--- src/rtl/axi_arb_pkg.sv ---
// Shared types and constants for the two-requester AXI4 read-channel arbiter.
package axi_arb_pkg;

  typedef enum logic [1:0] {
    IDLE = 2'd0,
    AR   = 2'd1,
    R    = 2'd2
  } state_e;

  typedef enum logic {
    OWN_I = 1'b0,
    OWN_D = 1'b1
  } owner_e;

  localparam logic [2:0] ARSIZE_4B    = 3'b010;
  localparam logic [1:0] ARBURST_INCR = 2'b01;

  localparam logic [3:0] DEF_I_ID = 4'd0;
  localparam logic [3:0] DEF_D_ID = 4'd1;

endpackage

--- src/rtl/rr_arb2.sv ---
// Two-way round-robin picker: a lone request wins, a tie goes to the side not granted last.
module rr_arb2
  import axi_arb_pkg::*;
(
  input  logic       req_i,
  input  logic       req_d,
  input  owner_e     last_grant,
  output logic [1:0] gnt          // [0] icache, [1] dcache
);

  always_comb begin
    // NOTE: every always_comb output gets a default first so no path can infer a latch.
    gnt = 2'b00;
    if (req_i && req_d) begin
      gnt = (last_grant == OWN_I) ? 2'b10 : 2'b01;
    end else begin
      gnt = {req_d, req_i};
    end
  end

endmodule

--- src/rtl/axi_rd_arbiter.sv ---
// Shares one AXI4 read channel between icache and dcache, one burst outstanding at a time,
// with a sticky checker on burst length and returned ID.
module axi_rd_arbiter
  import axi_arb_pkg::*;
#(
  parameter int         ADDR_W = 32,
  parameter int         DATA_W = 32,
  parameter logic [3:0] I_ID   = DEF_I_ID,
  parameter logic [3:0] D_ID   = DEF_D_ID
) (
  input  logic              clk,
  input  logic              rstn,

  input  logic              i_arvalid,
  input  logic [ADDR_W-1:0] i_araddr,
  input  logic [7:0]        i_arlen,
  output logic              i_arready,
  output logic              i_rvalid,
  output logic              i_rlast,
  output logic [DATA_W-1:0] i_rdata,
  input  logic              i_rready,

  input  logic              d_arvalid,
  input  logic [ADDR_W-1:0] d_araddr,
  input  logic [7:0]        d_arlen,
  output logic              d_arready,
  output logic              d_rvalid,
  output logic              d_rlast,
  output logic [DATA_W-1:0] d_rdata,
  input  logic              d_rready,

  output logic              m_arvalid,
  output logic [ADDR_W-1:0] m_araddr,
  output logic [7:0]        m_arlen,
  output logic [2:0]        m_arsize,
  output logic [1:0]        m_arburst,
  output logic [3:0]        m_arid,
  input  logic              m_arready,
  input  logic              m_rvalid,
  input  logic              m_rlast,
  input  logic [DATA_W-1:0] m_rdata,
  input  logic [3:0]        m_rid,
  output logic              m_rready,

  output logic              err
);

  state_e              state_q, state_d;
  owner_e              owner_q, owner_d;
  owner_e              last_grant_q, last_grant_d;
  logic                m_arvalid_q, m_arvalid_d;
  logic [ADDR_W-1:0]   m_araddr_q, m_araddr_d;
  logic [7:0]          m_arlen_q, m_arlen_d;
  logic [3:0]          m_arid_q, m_arid_d;
  logic [7:0]          beat_cnt_q, beat_cnt_d;
  logic                err_q, err_d;

  logic [1:0]          gnt;
  logic                in_ar, in_r, own_d, r_hs;
  logic [3:0]          owner_id;

  rr_arb2 u_rr_arb2 (
    .req_i      (i_arvalid),
    .req_d      (d_arvalid),
    .last_grant (last_grant_q),
    .gnt        (gnt)
  );

  assign in_ar    = (state_q == AR);
  assign in_r     = (state_q == R);
  assign own_d    = (owner_q == OWN_D);
  assign owner_id = own_d ? D_ID : I_ID;
  assign r_hs     = m_rvalid && m_rready;

  always_comb begin
    state_d      = state_q;
    owner_d      = owner_q;
    last_grant_d = last_grant_q;
    m_arvalid_d  = m_arvalid_q;
    m_araddr_d   = m_araddr_q;
    m_arlen_d    = m_arlen_q;
    m_arid_d     = m_arid_q;
    beat_cnt_d   = beat_cnt_q;
    err_d        = err_q;

    unique case (state_q)
      IDLE: begin
        if (gnt != 2'b00) begin
          owner_d     = gnt[1] ? OWN_D : OWN_I;
          m_araddr_d  = gnt[1] ? d_araddr : i_araddr;
          m_arlen_d   = gnt[1] ? d_arlen : i_arlen;
          m_arid_d    = gnt[1] ? D_ID : I_ID;
          m_arvalid_d = 1'b1;
          state_d     = AR;
        end
      end
      AR: begin
        if (m_arready) begin
          m_arvalid_d = 1'b0;
          beat_cnt_d  = 8'd0;
          state_d     = R;
        end
      end
      R: begin
        if (r_hs) begin
          beat_cnt_d = beat_cnt_q + 8'd1;
          // A bad burst is flagged, but only the slave's rlast ends ownership.
          if ((m_rlast && (beat_cnt_q != m_arlen_q)) ||
              (!m_rlast && (beat_cnt_q == m_arlen_q)) ||
              (m_rid != owner_id)) begin
            err_d = 1'b1;
          end
          if (m_rlast) begin
            last_grant_d = owner_q;
            state_d      = IDLE;
          end
        end
      end
      default: state_d = IDLE;
    endcase
  end

  always_ff @(posedge clk or negedge rstn) begin
    if (!rstn) begin
      state_q      <= IDLE;
      owner_q      <= OWN_I;
      last_grant_q <= OWN_I;
      m_arvalid_q  <= 1'b0;
      m_araddr_q   <= '0;
      m_arlen_q    <= '0;
      m_arid_q     <= '0;
      beat_cnt_q   <= '0;
      err_q        <= 1'b0;
    end else begin
      // NOTE: non-blocking assignments so every flop samples the pre-edge values.
      state_q      <= state_d;
      owner_q      <= owner_d;
      last_grant_q <= last_grant_d;
      m_arvalid_q  <= m_arvalid_d;
      m_araddr_q   <= m_araddr_d;
      m_arlen_q    <= m_arlen_d;
      m_arid_q     <= m_arid_d;
      beat_cnt_q   <= beat_cnt_d;
      err_q        <= err_d;
    end
  end

  assign m_arvalid = m_arvalid_q;
  assign m_araddr  = m_araddr_q;
  assign m_arlen   = m_arlen_q;
  assign m_arid    = m_arid_q;
  assign m_arsize  = ARSIZE_4B;
  assign m_arburst = ARBURST_INCR;
  assign err       = err_q;

  // Handshake and beat routing are combinational so the owner sees zero added latency.
  assign i_arready = in_ar && !own_d && m_arready;
  assign d_arready = in_ar &&  own_d && m_arready;
  assign i_rvalid  = in_r  && !own_d && m_rvalid;
  assign d_rvalid  = in_r  &&  own_d && m_rvalid;
  assign i_rlast   = in_r  && !own_d && m_rlast;
  assign d_rlast   = in_r  &&  own_d && m_rlast;
  assign i_rdata   = m_rdata;
  assign d_rdata   = m_rdata;
  assign m_rready  = in_r && (own_d ? d_rready : i_rready);

endmodule

--- config.mk ---
export PLATFORM = sky130hd
export DESIGN_NAME = axi_rd_arbiter
export DESIGN_NICKNAME = d
export VERILOG_FILES = /design/src/rtl/axi_arb_pkg.sv /design/src/rtl/rr_arb2.sv /design/src/rtl/axi_rd_arbiter.sv
export SDC_FILE = /design/constraint.sdc
export NUM_CORES = 1
export LEC_CHECK = 0
export ABC_CLOCK_PERIOD_IN_PS = 2400
export BUFFER_PORTS_ARGS = -buffer_cell sky130_fd_sc_hd__buf_2
export CAP_MARGIN = 20
export CORE_AREA = 2 2 97 99
export CTS_BUF_LIST = sky130_fd_sc_hd__clkbuf_8
export CTS_CLUSTER_SIZE = 16
export DETAILED_ROUTE_END_ITERATION = 10
export DIE_AREA = 0 0 99 101
export PLACE_DENSITY_LB_ADDON = 0.15
export SLEW_MARGIN = 20
export SYNTH_ARGS = -nofsm -noshare
export SYNTH_HDL_FRONTEND = slang
export SYNTH_SLANG_ARGS = --single-unit
--- constraint.sdc ---
create_clock -name clk -period 2.4 [get_ports clk]
set_input_delay 0.24 -clock clk [delete_from_list [all_inputs] [get_ports clk]]
set_output_delay 0.24 -clock clk [all_outputs]
set_load 0.05 [all_outputs]
==> impl_metrics.yaml, run 1 <==
place:
  pre_cts_ws_ps: 748
  dp_cells: 517
  portBuffers: 142
  place.gp.congestion: 0.772
  dp_hpwl_um: 5680
drt:
  drt-total-wl_um: 7090
  avgRoutedWirePerCell_um: 13.5
  dr.pass1.iters: 4
  viasPerCell: 4.56
  antenna_left: 0
  num_vias: 2401
  drc: 0
  drt_iter0_drc: 61
layout:
  diodes: 0
  instances_no_fill: 526
  syn2layout_area_growth_pct: 13.0
  final_nets: 540
  drive_above_1_share_pct: 40.5
  final_core_util_pct: 41.1
pwr:
  switching_share_pct: 54.3
  p_clk_share_pct: 11.2
  comb_power_share_pct: 56.8
  leakage_nw: 1.99
  peakVddDrop_mv: 0.630
  intPower_mw: 2.25
  power_mw: 4.91
  p_per_area_nw_per_um2: 1330
  p_sw_mw: 2.67
  power_frac_seq_pct: 32.0
global_routing:
  grt_pass1_vias: 2289
  antenna_found_initial: 0
  grt_max_degree: 37
  grt_pass1_wl_um: 11300
  track_usage_pct: 14.1
  grt-ovfl-total: 0
clock_network:
  tritoncts: "built"
  clk_latency_ps: 310
  htreeDepth: 2
  clock-sinks: 54
  cts.repair.resized: 0
  clk_path_buf_depth: 2
  numCtsBuffers: 5
  clock-root-buffer: "clkbuf_8"
  clkTransAtPathRegs_ps: 90
floorplan:
  pin_count: 247
  core-area_sq_um: 8980
  die_x_um: 99
  rows: 35
  fp.dieH_um: 101
  initial_core_util_pct: 36.4
  die_area_sq_um: 10000
logic_synthesis:
  synth_top_area_cell: "dfrtp_1"
  yosysSeqAreaShare_pct: 41.4
  synth_top_area_share_pct: 41.4
  netlist_area_sq_um: 3260
  synth_edf_count: 0
  synth_most_common_cell: "buf_4"
  async_flop_share_pct: 100
  ys_seq_elements: 54
  ys_top_cells_by_area: "dfrtp_1, buf_4, mux2i_1"
  synth.avg_cell_area_sq_um: 9.54
  yosysWarnings: 0
  netlist-cell-type-count: 39
  synth_commonest_cells: "buf_4, dfrtp_1, o21ai_0"
  synth_cells: 342
  dominantRegCellSynth: "dfrtp_1"
critical_path:
  critPathLaunchType: "flop"
  r2r_slack_ps: 750
  cp-end-kind: "output port"
  r2r-start: "m_arid[0]"
  rr_worst_depth: 4
  crit_start: "m_arid[0]"
  path_class: "flop to output port"
  critical_path.max_fanout: 11
  crit_arrival_ps: 1580
  required_ps: 2160
  r2r_end: "beat_cnt_q[2]"
  crit_end: "m_rready"
timing:
  rsz0062_at_grt: "false"
  fin_setup_tns_ps: 0
  tightest_slew_ps: 816
  max_freq_mhz: 549
  finalSetupViolations: 0
  slew-limit-headroom_pct: 45.4
  fin_skew_ps: 16.2
  worst_slack_ps: 579
  hold_viol_final: 0
  final_max_slew_viol_count: 0
  period_needed_ps: 1820
  period_share_pct: 75.9
outcome:
  status: "complete, no violations"
job:
  maxCapViolCount: 0
min_path:
  hold_class: "primary input to flop"
-- per-stage QoR --
step	hold WS [ps]	area, sq um
after floorplan	-55.6	3290
after global placement	318	3580
after detailed placement	300	3580
after CTS	167	3690
after global routing	201	3690
final	172	3690
-- repair_timing --
action | CTS | global route
setup buffers | 0 | 0
hold buffers | 1 | 0
hold endpoints to repair | 26 | 0
setup endpoints to repair | 0 | 0
-- registers in the layout (all words and copies together) (netlist names) --
signal,flops
m_arvalid,1
m_arlen,8
err,1
m_arid,1
last_grant_q,1
m_araddr,32
state_q,2
beat_cnt_q,8
-- layout by cell type (no fill, tap or decap), drive strengths merged, types with 2 or more instances in the layout --
| master | count |
|---|---|
| dfrtp | 54 |
| and2 | 3 |
| nand4 | 3 |
| clkinv | 2 |
| nand3 | 4 |
| nor4 | 2 |
| nor2 | 6 |
| buf | 147 |
| conb | 8 |
| clkbuf | 6 |
| mux2i | 40 |
| nand2 | 49 |
| and3 | 5 |
| o21ai | 53 |
| xor2 | 10 |
| nand2b | 2 |
| a31oi | 2 |
| nor3b | 3 |
-- worst max-delay path, cell delays in order (launching register included) --
cell,delay (ps)
dfrtp_1,540
mux2_4,350
and2_2,190
buf_2,200
-- cell families (layout without fill, tap and decap cells) --
family | Yosys count | count (layout) | synth area share [%]
XOR/XNOR | 10 | 10 | 2.68
flip-flops | 54 | 54 | 41.4
multiplexers | 41 | 41 | 12.7
other | 2 | 8 | 0.230
adder cells (fa/ha/maj) | 1 | 1 | 0.383
buffers and inverters | 90 | 157 | 19.8
AO/OA/AOI/OAI | 62 | 62 | 10.5
AND/OR/NAND/NOR | 82 | 82 | 12.3
-- power by group through the flow --
stage / Sequential [mW] / Combinational [mW] / Clock, mW
after floorplan: 2.73 / 1.27 / 0
after global placement: 1.60 / 2.81 / 0
after detailed placement: 1.59 / 2.84 / 0
after CTS: 1.58 / 2.84 / 0.569
after global routing: 1.64 / 3.00 / 0.606
final: 1.57 / 2.79 / 0.549
-- final cells by class --
type                            count  area (sq um)
Timing Repair Buffer              148           783
Fill cell                         885          5290
Multi-Input combinational cell    204          1310
Clock buffer                        6          82.6
Tap cell                          111           139
Sequential cell                    54          1350
Inverter                            1          3.75
Clock inverter                      2          17.5
-- worst min path at each step --
stage                            start       endpoint  slack, ps  depth (start not counted)
after global routing      i_araddr[20]   m_araddr[20]        200                          3
after global placement            rstn    m_araddr[0]        320                          1
after CTS                    m_arready     state_q[0]        170                          2
after detailed placement          rstn    m_araddr[0]        300                          1
final                        m_arready     state_q[0]        170                          2
after floorplan                   rstn  beat_cnt_q[0]        -60                          0
-- per-layer routing --
metal / vias up / part of all wire [%] / global-route usage (%)
met2: 95 / 47 / 21.8
li1: 1215 / - / -
met3: 20 / 7.9 / 4.16
met5: - / 0 / 0
met1: 1071 / 44 / 18.8
met4: 0 / 1.8 / 5.58
No activity file was read; power rests on OpenSTA's default activity.
==> inputs of run 2 (changes only) <==
--- a/config.mk
+++ b/config.mk
@@ -5,14 +5,14 @@
 export SDC_FILE = /design/constraint.sdc
 export NUM_CORES = 1
 export LEC_CHECK = 0
-export ABC_CLOCK_PERIOD_IN_PS = 2400
+export ABC_AREA = 1
+export ABC_CLOCK_PERIOD_IN_PS = 1500
 export BUFFER_PORTS_ARGS = -buffer_cell sky130_fd_sc_hd__buf_2
 export CAP_MARGIN = 20
-export CORE_AREA = 2 2 97 99
+export CORE_UTILIZATION = 38
 export CTS_BUF_LIST = sky130_fd_sc_hd__clkbuf_8
 export CTS_CLUSTER_SIZE = 16
 export DETAILED_ROUTE_END_ITERATION = 10
-export DIE_AREA = 0 0 99 101
 export PLACE_DENSITY_LB_ADDON = 0.15
 export SLEW_MARGIN = 20
 export SYNTH_ARGS = -nofsm -noshare
==> constraint.sdc (replaced) <==
create_clock -name clk -period 1.5 [get_ports clk]
set_input_delay 0.15 -clock clk [delete_from_list [all_inputs] [get_ports clk]]
set_output_delay 0.15 -clock clk [all_outputs]
set_load 0.05 [all_outputs]
==> run 2 against run 1 <==
Compared with the run above: utilization rose by 6.7 points; clock power rose by 82%; power rose by 72%; sequential share of layout area fell by 2.5 points.
==> impl_metrics.yaml, run 2 <==
outcome:
  status: "complete, no violations"
critical_path:
  critPathBufInv: 1
  required_ps: 1350
  r2r-start: "m_arid[0]"
  crit_chain: "nor2_8, nand2_4, nor2_4, buf_8"
  crit_path_max_incr_delay_ps: 480
  cp_top_family: "flip-flops"
  critical_path.max_fanout: 5
  crit_arrival_ps: 1330
  crit_start: "state_q[0]"
  cp-end-kind: "output port"
  r2r_end: "err"
  critPathLaunchType: "flop"
  rr_worst_depth: 6
  path_class: "flop to output port"
  cpMaxStageDelayCell: "dfrtp_2"
  r2r_slack_ps: 120
drt:
  avgRoutedWirePerCell_um: 13.1
  drt_iter0_drc: 51
  drt-total-wl_um: 7480
  dr.pass1.iters: 4
  drc: 0
  antenna_left: 0
  viasPerCell: 4.57
  num_vias: 2610
clock_network:
  clock-root-buffer: "clkbuf_8"
  clk_latency_ps: 310
  htreeDepth: 2
  clk_path_buf_depth: 2
  numCtsBuffers: 5
  clock-sinks: 54
  tritoncts: "built"
  clkTransAtPathRegs_ps: 100
layout:
  syn2layout_area_growth_pct: 20.1
  final_nets: 591
  drive_above_1_share_pct: 41.2
  diodes: 0
  mostFrequentLayoutCells: "buf_2, nand2_1, dfrtp_1"
  mostFrequentLayoutCell: "buf_2"
  largest_reg_flops: 32
  regArea_sq_um: 1350
  multi_input_area_sq_um: 1330
  fillers: 816
  instances_no_fill: 571
logic_synthesis:
  yosysWarnings: 0
  netlist-cell-type-count: 28
  dominantRegCellSynth: "dfrtp_1"
  synth_edf_count: 0
  synth_cells: 381
  synth_top_area_cell: "dfrtp_1"
  synth_top_area_share_pct: 40.9
  synth_most_common_cell: "nand2_1"
  ys_top_cells_by_area: "dfrtp_1, buf_4, mux2i_1"
  ys_seq_elements: 54
  async_flop_share_pct: 100
  yosysSeqAreaShare_pct: 40.9
  synth.avg_cell_area_sq_um: 8.66
  netlist_area_sq_um: 3300
  synth_commonest_cells: "nand2_1, buf_4, dfrtp_1"
pwr:
  p_per_area_nw_per_um2: 2130
  leakage_nw: 2.15
  p_clk_share_pct: 11.8
  comb_power_share_pct: 58.3
  intPower_mw: 3.96
  power_mw: 8.45
  peakVddDrop_mv: 1.02
  p_sw_mw: 4.50
  power_frac_seq_pct: 29.8
  switching_share_pct: 53.2
timing:
  finalSetupViolations: 0
  period_share_pct: 98.8
  fin_setup_tns_ps: 0
  final_max_slew_viol_count: 0
  max_freq_mhz: 675
  fin_skew_ps: 8.54
  rsz0062_at_grt: "true"
  hold_viol_final: 0
  period_needed_ps: 1480
min_path:
  hold_path_depth: 2
  min_from: "m_arready"
  min_to: "state_q[0]"
  hold_class: "primary input to flop"
floorplan:
  core-area_sq_um: 8300
  die_area_sq_um: 9060
  die_x_um: 95.2
  fp.dieH_um: 95.2
  initial_core_util_pct: 39.8
  rows: 33
  pin_count: 247
global_routing:
  grt_max_degree: 60
  grt-ovfl-total: 0
  grt_pass1_vias: 2423
  track_usage_pct: 17.0
  grt_pass1_wl_um: 11800
  antenna_found_initial: 0
place:
  dp_cells: 557
  portBuffers: 142
  place.gp.congestion: 0.762
  dp_hpwl_um: 5780
job:
  maxCapViolCount: 0
-- run 2: per-layer routing --
layer,vias up,wire length [um],global-route usage [%]
li1,1309,-,-
met1,1177,3170,21.5
met4,0,213,7.45
met5,-,0,0
met3,26,568,5.18
met2,98,3520,26.8
-- run 2: cell families after synthesis --
| logic type | synth area share (%) |
|---|---|
| AND/OR/NAND/NOR | 14.0 |
| flip-flops | 40.9 |
| buffers and inverters | 21.9 |
| XOR/XNOR | 1.33 |
| adder cells (fa/ha/maj) | 0.379 |
| other | 0.228 |
| AO/OA/AOI/OAI | 9.10 |
| multiplexers | 12.1 |
-- run 2: stage by stage --
stage               setup WS, ps  area, sq um  hold WS, ps  util (%)
global placement            96.1         3650          171      44.0
CTS                        -5.27         3840         23.4      46.3
detailed placement          97.8         3650          173      44.0
global route               -42.8         3960         54.4      47.8
floorplan                  -53.8         3320         -146         -
finish                      18.2         3960         36.8      47.8
-- run 2: worst register-to-register path: cells and delay by family, from the launching register on --
family	cells	cell delay (ps)
and+or+nand+nor	4	410
xor gates and xnor gates	1	190
DFF	1	480
buffers and inverters	1	180
-- run 2: repair_timing --
action / in CTS / in global routing
resized for setup: 23 / 23
cloned: 0 / 0
endpoints found under the hold margin: 54 / 0
setup buffers: 2 / 3
hold buffers: 1 / 0
pin swaps: 2 / 2
setup endpoints to repair: 7 / 10
-- run 2: area by class of cell --
| cell class | count | area share [%] |
|---|---|---|
| tap | 105 | 3.31 |
| inverter | 24 | 2.40 |
| clock buffer | 5 | 1.74 |
| clock inverter | 3 | 1.10 |
| multi-input combinational | 222 | 33.6 |
| sequential | 54 | 34.2 |
| timing repair buffer | 158 | 23.7 |
-- run 2: how the worst max path moves through the flow --
| stage | endpoint | slack, ps | cells past startpoint |
|---|---|---|---|
| after global placement | d_arready | 100 | 6 |
| after CTS | d_arready | -5 | 6 |
| final | i_rvalid | 20 | 4 |
| after floorplan | d_arready | -50 | 5 |
| after detailed placement | beat_cnt_q[3] | 100 | 10 |
| after global routing | d_rvalid | -40 | 4 |
-- run 2: power by group through the flow --
stage	sequential (mW)	clock (mW)	combinational [mW]
6_report	2.52	1.00	4.93
5_1_grt	2.61	1.10	5.32
4_1_cts	2.51	1.03	4.78
3_5_place_dp	2.51	0	4.67
3_3_place_gp	2.51	0	4.63
2_1_floorplan	4.35	0	2.15
==> inputs of run 3 (changes only) <==
--- a/config.mk
+++ b/config.mk
@@ -9,10 +9,13 @@
 export ABC_CLOCK_PERIOD_IN_PS = 1500
 export BUFFER_PORTS_ARGS = -buffer_cell sky130_fd_sc_hd__buf_2
 export CAP_MARGIN = 20
-export CORE_UTILIZATION = 38
+export CELL_PAD_IN_SITES_DETAIL_PLACEMENT = 1
+export CELL_PAD_IN_SITES_GLOBAL_PLACEMENT = 2
+export CORE_ASPECT_RATIO = 1.1
+export CORE_UTILIZATION = 19
 export CTS_BUF_LIST = sky130_fd_sc_hd__clkbuf_8
-export CTS_CLUSTER_SIZE = 16
 export DETAILED_ROUTE_END_ITERATION = 10
+export MAX_ROUTING_LAYER = met4
 export PLACE_DENSITY_LB_ADDON = 0.15
 export SLEW_MARGIN = 20
 export SYNTH_ARGS = -nofsm -noshare
==> run 3 against run 2 <==
Compared with the run above: maximum frequency decreased by 1.2%; power decreased by 0.16%; combinational power increased by 2%; register-to-register slack got worse by 30 ps; design area increased by 3.1%; sequential share of layout area decreased by 0.98 points; critical endpoint is now i_rlast; largest cell class unchanged; largest power group unchanged.
==> impl_metrics.yaml, run 3 (synthesis gave the netlist of run 2 again) <==
outcome:
  status: "complete, no violations"
global_routing:
  grt_pass1_wl_um: 14500
  grt_max_degree: 59
  met2_usage_pct: 17.7
  antenna_found_initial: 0
  top_usage_layer: "met2"
  grtUsageMet3_pct: 2.75
  grt-ovfl-total: 0
  grt_pass1_vias: 2786
  grtUsageMet1_pct: 12.6
  track_usage_pct: 10.7
floorplan:
  die_area_sq_um: 17900
  pin_count: 247
  core-area_sq_um: 17000
  die_x_um: 128
  fp.dieH_um: 140
  initial_core_util_pct: 19.4
  rows: 50
timing:
  period_share_pct: 100
  finalSetupViolations: 0
  max_freq_mhz: 667
  hold_viol_final: 0
  rsz0062_at_grt: "true"
  period_needed_ps: 1500
  fin_skew_ps: 22.1
  fin_setup_tns_ps: 0
  final_max_slew_viol_count: 0
layout:
  diodes: 0
  final_core_util_pct: 24.0
  design_area_sq_um: 4090
  final_nets: 591
  drive_above_1_share_pct: 41.2
  mostFrequentLayoutCell: "buf_2"
  instances_no_fill: 700
  largest_reg_flops: 32
  mostFrequentLayoutCells: "buf_2, nand2_1, dfrtp_1"
  syn2layout_area_growth_pct: 23.8
min_path:
  hold_class: "primary input to flop"
drt:
  num_vias: 2599
  avgRoutedWirePerCell_um: 13.3
  drt_iter0_drc: 82
  dr.pass1.iters: 4
  drt-total-wl_um: 9290
  drc: 0
  viasPerCell: 3.71
  antenna_left: 0
critical_path:
  path_class: "flop to output port"
  crit_arrival_ps: 1350
  critPathLaunchType: "flop"
  critical_path.max_fanout: 4
  required_ps: 1350
  r2r_slack_ps: 90
  cp-end-kind: "output port"
pwr:
  leakage_nw: 2.12
  p_per_area_nw_per_um2: 2070
  peakVddDrop_mv: 0.613
clock_network:
  clock-root-buffer: "clkbuf_8"
  htreeDepth: 2
  clk_latency_ps: 330
  clkTransAtPathRegs_ps: 130
  numCtsBuffers: 5
  clk_path_buf_depth: 2
  clock-sinks: 54
  tritoncts: "built"
place:
  dp_cells: 684
  place_area_sq_um: 3810
  place.gp.congestion: 0.671
  portBuffers: 142
  dp_hpwl_um: 7140
job:
  maxCapViolCount: 0
-- run 3: cell count changes in the layout (fill, tap and decap cells not counted), sizes merged --
cell	previous run	this run
clkinv	1	2
inv	25	24
buf	157	156
clkinvlp	0	1
bufinv	1	0
clkbuf	5	6
-- run 3: metrics by stage --
stage                     worst slack, ps  power [mW]  hold slack (ps)
after floorplan                     -53.8        6.50             -146
after global placement               67.7        7.27              127
after detailed placement            -12.3        7.32              133
after CTS                           -41.4        8.45             25.6
after global routing                -70.2        9.08             44.3
final                               0.460        8.44             36.7
-- run 3: worst max-delay path, stage by stage, from the launching register on --
cell     delay [ps]
dfrtp_1         360
inv_2            60
buf_12          120
nor2_8          130
nand2_2          80
nor2_2          100
buf_6           170
-- run 3: final timing paths --
check / from / to / cells past startpoint
setup / recovery: state_q[1] / i_rlast / 6
hold / removal: m_arready / state_q[0] / 2
setup reg to reg: state_q[1] / m_araddr[19] / 8
hold reg to reg: err / err / 2
max in group asynchronous: rstn / beat_cnt_q[2] / 3
min in group asynchronous: rstn / m_arlen[6] / 2
-- run 3: metal layers --
layer | vias up | share of wire [%]
met3 | 11 | 6.0
met2 | 82 | 50
met1 | 1205 | 43
li1 | 1301 | -
met5 | - | 0
met4 | 0 | 1.2
-- run 3: area by class of cell --
cell class	instances	area, sq um
well taps	234	293
clock buffers	5	68.8
fillers	2058	12900
multi-input cells	222	1300
flip-flops and latches	54	1360
inverters	24	90.1
clock inverters	3	21.3
repair buffers	158	956
-- run 3: power by group --
part | internal, mW | leakage, nW | switching (mW)
Sequential | 2.08 | 0.669 | 0.422
Clock | 0.331 | 0.0441 | 0.563
Combinational | 1.39 | 1.41 | 3.65
Total | 3.80 | 2.12 | 4.64
-- run 3: repair_timing --
action	in CTS	in global routing
setup endpoints to repair	10	23
cloned	0	1
hold buffers	1	0
gates resized for setup	28	12
setup buffers	4	2
endpoints found under the hold margin	14	0
pin swaps	6	6
